## config.mk

```make
export PLATFORM = sky130hd
export DESIGN_NAME = clk_ctrl_flat
export DESIGN_NICKNAME = d
export VERILOG_FILES = /design/src/rtl/clk_ctrl_if.sv /design/src/rtl/clk_ctrl.sv /design/src/flat_wrapper.sv
export SDC_FILE = /design/constraint.sdc
export NUM_CORES = 1
export LEC_CHECK = 0
export CORE_UTILIZATION = 54
export DETAILED_ROUTE_END_ITERATION = 8
export PLACE_DENSITY_LB_ADDON = 0.3
export SLEW_MARGIN = 20
export SYNTH_ARGS = -nofsm -noshare
export SYNTH_HDL_FRONTEND = slang
export SYNTH_SLANG_ARGS = --single-unit
```

## constraint.sdc

```tcl
create_clock -name clk -period 2.45 [get_ports clk]
set_input_delay 0.3675 -clock clk [delete_from_list [all_inputs] [get_ports clk]]
set_output_delay 0.3675 -clock clk [all_outputs]
set_load 0.02 [all_outputs]
```

## src/rtl/clk_ctrl_if.sv

```systemverilog
// Handshake bundle between clk_ctrl and its debug/control side.
// Optional CLK_CTRL_CYCLE_CNT_EN adds the 32-bit ce_count output.
interface clk_ctrl_if #(
  parameter int unsigned DIV_WIDTH = 8
);
  logic [DIV_WIDTH-1:0] div;
  logic                 halt_req;
  logic                 step_req;
  logic                 core_rst_n;
  logic                 ce;
  logic                 halted;
`ifdef CLK_CTRL_CYCLE_CNT_EN
  logic [31:0]          ce_count;

  modport master (output div, halt_req, step_req,
                  input  core_rst_n, ce, halted, ce_count);
  modport slave  (input  div, halt_req, step_req,
                  output core_rst_n, ce, halted, ce_count);
`else
  modport master (output div, halt_req, step_req,
                  input  core_rst_n, ce, halted);
  modport slave  (input  div, halt_req, step_req,
                  output core_rst_n, ce, halted);
`endif
endinterface

```

## src/rtl/clk_ctrl.sv

```systemverilog
// Core reset sequencer and clock-enable generator with halt/single-step.
// Optional feature macro: CLK_CTRL_CYCLE_CNT_EN (adds bus.ce_count).
module clk_ctrl #(
  parameter int unsigned SYNC_STAGES = 2,
  parameter int unsigned HOLD_CYCLES = 16,
  parameter int unsigned DIV_WIDTH   = 8
) (
  input  logic      clk,
  input  logic      rst_n,
  clk_ctrl_if.slave bus
);

  typedef enum logic [1:0] {RESET_HOLD, RUN, HALTED, STEP} state_t;

  localparam int unsigned HOLD_W = (HOLD_CYCLES > 1) ? $clog2(HOLD_CYCLES) : 1;
  localparam logic [HOLD_W-1:0] HOLD_LAST = HOLD_W'(HOLD_CYCLES - 1);

  logic [SYNC_STAGES-1:0] sync_q, sync_d;
  state_t                 state_q, state_d;
  logic [HOLD_W-1:0]      hcnt_q, hcnt_d;
  logic [DIV_WIDTH-1:0]   dcnt_q, dcnt_d;
  logic                   step_prev_q, step_prev_d;
  logic                   core_rst_n_q, core_rst_n_d;
  logic                   ce_q, ce_d;
  logic                   halted_q, halted_d;
  logic                   rst_s;
  logic                   step_rise;
`ifdef CLK_CTRL_CYCLE_CNT_EN
  logic [31:0]            cnt_q, cnt_d;
`endif

  assign rst_s     = sync_q[SYNC_STAGES-1];
  assign step_rise = bus.step_req & ~step_prev_q;

  // Next-state logic for the synchronizer, hold sequencer, divider and debug FSM.
  always_comb begin
    sync_d       = {sync_q[SYNC_STAGES-2:0], 1'b1};
    state_d      = state_q;
    hcnt_d       = hcnt_q;
    dcnt_d       = dcnt_q;
    step_prev_d  = bus.step_req;
    core_rst_n_d = core_rst_n_q;
    ce_d         = 1'b0;
    halted_d     = halted_q;
    case (state_q)
      RESET_HOLD: begin
        core_rst_n_d = 1'b0;
        halted_d     = 1'b0;
        dcnt_d       = '0;
        if (rst_s) begin
          if (hcnt_q == HOLD_LAST) begin
            state_d      = RUN;
            core_rst_n_d = 1'b1;
          end else begin
            hcnt_d = hcnt_q + 1'b1;
          end
        end
      end
      RUN: begin
        // Halt takes priority over a divider match in the same cycle.
        if (bus.halt_req) begin
          state_d  = HALTED;
          halted_d = 1'b1;
          dcnt_d   = '0;
        end else if (dcnt_q >= bus.div) begin
          ce_d   = 1'b1;
          dcnt_d = '0;
        end else begin
          dcnt_d = dcnt_q + 1'b1;
        end
      end
      HALTED: begin
        // Release beats a coincident step edge.
        if (!bus.halt_req) begin
          state_d  = RUN;
          halted_d = 1'b0;
          dcnt_d   = '0;
        end else if (step_rise) begin
          state_d = STEP;
          ce_d    = 1'b1;
        end
      end
      STEP: begin
        state_d = HALTED;
      end
      default: begin
        state_d = RESET_HOLD;
      end
    endcase
  end

`ifdef CLK_CTRL_CYCLE_CNT_EN
  // Pulse counter, cleared for the whole reset hold and counting alongside ce.
  always_comb begin
    cnt_d = cnt_q;
    if (state_q == RESET_HOLD) cnt_d = '0;
    else if (ce_d)             cnt_d = cnt_q + 32'd1;
  end
`endif

  // All state registers share the asynchronous active-low reset.
  always_ff @(posedge clk or negedge rst_n) begin
    if (!rst_n) begin
      sync_q       <= '0;
      state_q      <= RESET_HOLD;
      hcnt_q       <= '0;
      dcnt_q       <= '0;
      step_prev_q  <= 1'b0;
      core_rst_n_q <= 1'b0;
      ce_q         <= 1'b0;
      halted_q     <= 1'b0;
`ifdef CLK_CTRL_CYCLE_CNT_EN
      cnt_q        <= '0;
`endif
    end else begin
      sync_q       <= sync_d;
      state_q      <= state_d;
      hcnt_q       <= hcnt_d;
      dcnt_q       <= dcnt_d;
      step_prev_q  <= step_prev_d;
      core_rst_n_q <= core_rst_n_d;
      ce_q         <= ce_d;
      halted_q     <= halted_d;
`ifdef CLK_CTRL_CYCLE_CNT_EN
      cnt_q        <= cnt_d;
`endif
    end
  end

  assign bus.core_rst_n = core_rst_n_q;
  assign bus.ce         = ce_q;
  assign bus.halted     = halted_q;
`ifdef CLK_CTRL_CYCLE_CNT_EN
  assign bus.ce_count   = cnt_q;
`endif

endmodule
```

## src/flat_wrapper.sv

```systemverilog
// flat-port wrapper written by rule: the top's interface ports become plain ports
module clk_ctrl_flat 
#(
  parameter int unsigned SYNC_STAGES = 2,
  parameter int unsigned HOLD_CYCLES = 16,
  parameter int unsigned DIV_WIDTH   = 8
)
  (clk, rst_n, bus_div, bus_halt_req, bus_step_req, bus_core_rst_n, bus_ce, bus_halted);
  clk_ctrl_if #(.DIV_WIDTH(DIV_WIDTH)) bus_i ();
  input  logic clk;
  input  logic rst_n;
  input wire logic [$bits(bus_i.div)-1:0] bus_div;
  input wire logic [$bits(bus_i.halt_req)-1:0] bus_halt_req;
  input wire logic [$bits(bus_i.step_req)-1:0] bus_step_req;
  output wire logic [$bits(bus_i.core_rst_n)-1:0] bus_core_rst_n;
  output wire logic [$bits(bus_i.ce)-1:0] bus_ce;
  output wire logic [$bits(bus_i.halted)-1:0] bus_halted;
  assign bus_i.div = bus_div;
  assign bus_i.halt_req = bus_halt_req;
  assign bus_i.step_req = bus_step_req;
  assign bus_core_rst_n = bus_i.core_rst_n;
  assign bus_ce = bus_i.ce;
  assign bus_halted = bus_i.halted;
  clk_ctrl #(.SYNC_STAGES(SYNC_STAGES), .HOLD_CYCLES(HOLD_CYCLES), .DIV_WIDTH(DIV_WIDTH)) u_core (.clk(clk), .rst_n(rst_n), .bus(bus_i));
endmodule
```

==> impl_metrics.tcl <==
set metrics [dict create \
    avgViaCountPerCell 5.58 \
    slew_violations 0 \
    start_util_pct 60.0 \
    wirelength_um 2410 \
    pin_count 15 \
    die-area_sq_mm 0.00246 \
    hold_viol_final 0 \
    relSlewSlack_pct 60.3 \
    grt-ovfl-total 0 \
    cts_setup_buffers 0 \
    layout.cells.non_filler 166 \
    ys_seq_area_share_pct 40.9 \
    rows 16 \
    powerDensity_mw_per_mm2 858 \
    die_w_um 49.6 \
    fin_skew_ns 0.0100 \
    via_count 926 \
    clock-sinks 20 \
    drive_gt1_share_pct 9.35 \
    start_kind "input port" \
    synthFlopType "dfrtp_1" \
    syn_nets 147 \
    ys_warn_count 0 \
    nFillCells 160 \
    worstSetupPathType "in2reg" \
    synth-seq-cells 20 \
    peakVddDrop_uv 683 \
    syn_inst 119 \
    finalCriticalPeriod_ns 2.08 \
    drt_iter0_drc 28 \
    core_area_sq_mm 0.00204 \
    drc 0 \
    cp_top_family "compound AO/OA/AOI/OAI gates" \
    first_pass_iters 4 \
    drv_cap 0 \
    crit_path_max_incr_delay_ns 0.45 \
    die_height_um 49.6 \
    cp-end-kind "flip-flop" \
    cts_resized 0 \
    worstPathCellList "clkdlybuf4s50_1 > inv_1 > ha_1 > a41o_1 > a211oi_2 > o31ai_2 > o21ai_1 > o2bb2ai_1" \
    insertion_delay_ns 0.31 \
    fin_area_sq_mm 0.00147 \
    place_hpwl_um 1830 \
    dpl.cell_count 162 \
    status "complete, no violations" \
    htree_levels 1 \
    worst_slew_pin_slew_ns 0.592 \
    cp_max_fo 8 \
    synth-edff-count 0 \
    grt_max_degree 21 \
    ctsHoldBuffers 0 \
    antenna_left 0 \
    grt_pass1_vias 1003 \
    clk_path_buf_depth 2 \
    clk_pin_slew_ns 0.12 \
    syn_area_per_cell_sq_um 10.3 \
    tns_ns 0 \
    synth_top_area_share_pct 40.9 \
    dpl_cell_area_sq_mm 0.00141 \
    finalSetupViolCount 0 \
    synthesis.area_sq_mm 0.00122 \
    period_share_pct 84.7 \
    path_buf_inv 2 \
    netlist_top_cells_area "dfrtp_1 (41%), ha_1 (16%), inv_1 (3.7%)" \
    cts_tree "done" \
    area_growth_pct 19.7 \
    synth_top_area_cell "dfrtp_1" \
    p_leak_nw 0.707 \
    port_buffers 14 \
    hp-class "in2async" \
    gp_congestion 0.819 \
    synth.distinct_cells 33 \
    grt_usage_pct 23.7 \
    critical-path-slowest-cell "clkdlybuf4s50_1" \
    critPathArrivalTime_ns 2.30 \
    root_buffer "clkbuf_4" \
    cts_buffers 3 \
    cp.required_ns 2.67 \
    wl_per_cell_um 14.5 \
    rsz0062_at_grt "no" \
    grt_antenna_before_repair 0 \
    fmax_ghz 0.482 \
    grt_pass1_wl_um 4290 \
    synth-async-reset-ratio_pct 100 \
    n_antenna_cell 0 \
    final_nets 168 \
]
==> worst register-to-register path, cell delays in order (launching register included) <==
cell and delay [ns]:
dfrtp_1 0.42, inv_1 0.07, ha_1 0.28, nand2b_4 0.15, a2111oi_4 0.37, or3_1 0.20, nand3_2 0.14, o31ai_1 0.28
==> per-stage QoR <==
step / utilization (%) / worst slack [ns] / power (mW) / hold slack [ns]
final: 71.8 / 0.374 / 1.26 / 0.368
after global routing: 71.8 / 0.333 / 1.35 / 0.379
after CTS: 71.8 / 0.382 / 1.26 / 0.374
after detailed placement: 69.2 / 0.0586 / 0.987 / 0.346
after global placement: 69.2 / 0.158 / 0.946 / 0.334
after floorplan: - / 0.710 / 0.826 / 0.0719
==> where the power goes <==
part	leakage (nW)	total [mW]	internal, mW	switching [mW]
clock network	0.0279	0.270	0.165	0.105
logic	0.420	0.515	0.237	0.278
registers	0.259	0.473	0.403	0.0703
==> cell type report <==
type	count	area [sq um]	share of cell area, %
well taps	27	33.8	2.30
inverters	12	45.0	3.07
clock inverters	1	30.0	2.05
multi-input cells	87	679	46.3
clock buffers	3	22.5	1.54
repair buffers	16	155	10.6
flip-flops and latches	20	500	34.1
==> layout by cell type, fill, tap and decap left out, drive strengths merged, types with 4 or more instances in the layout <==
cell type      Yosys  routed
a21oi              6       6
and3               4       4
clkdlybuf4s50      0      14
dfrtp             20      20
ha                16      16
inv               12      12
nand2              9       9
nand2b             5       5
nand3              5       5
nor2               5       5
o21ai              7       7
==> cell usage after synthesis (all sizes together) (3+ instances only) <==
cell / instances
nand4: 3
dfrtp: 20
ha: 16
inv: 12
nor2: 5
nand2: 9
nand2b: 5
o2bb2ai: 3
and3: 4
o31ai: 3
a21oi: 6
o21ai: 7
nand3: 5
==> state kept, by name (all words and copies together), names as in the netlist <==
name and cells:
u_core.sync_q 2, u_core.step_prev_q 1, u_core.dcnt_q 8, u_core.bus.ce 1
u_core.hcnt_q 4, u_core.state_q 2, u_core.bus.halted 1, u_core.bus.core_rst_n 1
==> per-layer routing <==
layer | vias up | wire, um | global-route usage [%]
li1 | 465 | - | -
met1 | 430 | 1130 | 28.3
met2 | 25 | 1140 | 40.3
met3 | 6 | 92 | 5.56
met4 | 0 | 48 | 10.0
met5 | - | 0 | 0
==> final timing paths <==
check	from	endpoint	slack (ns)	cells past startpoint
worst max-delay path	bus_div[7]	u_core.dcnt_q[2]$_DFFE_PN0P_	0.37	8
worst min-delay path	rst_n	u_core.state_q[1]$_DFFE_PN0P_	0.37	2
worst max register to register	u_core.dcnt_q[0]$_DFFE_PN0P_	u_core.dcnt_q[7]$_DFFE_PN0P_	0.46	7
worst min register to register	u_core.sync_q[0]$_DFF_PN0_	u_core.sync_q[1]$_DFF_PN0_	0.37	0
max in group asynchronous	rst_n	u_core.dcnt_q[7]$_DFFE_PN0P_	1.87	2
min in group clk	u_core.sync_q[0]$_DFF_PN0_	u_core.sync_q[1]$_DFF_PN0_	0.37	0
==> cells by family after synthesis <==
logic type / after synthesis / share of synthesized area, %
AOI/OAI and AO/OA: 28 / 17.6
xor gates and xnor gates: 3 / 2.15
adders and majority gates: 16 / 16.3
buffers and inverters: 12 / 3.68
DFF: 20 / 40.9
muxes: 4 / 3.47
other: 1 / 0.306
and+or+nand+nor: 35 / 15.6
(Power assumes the default switching activity.)
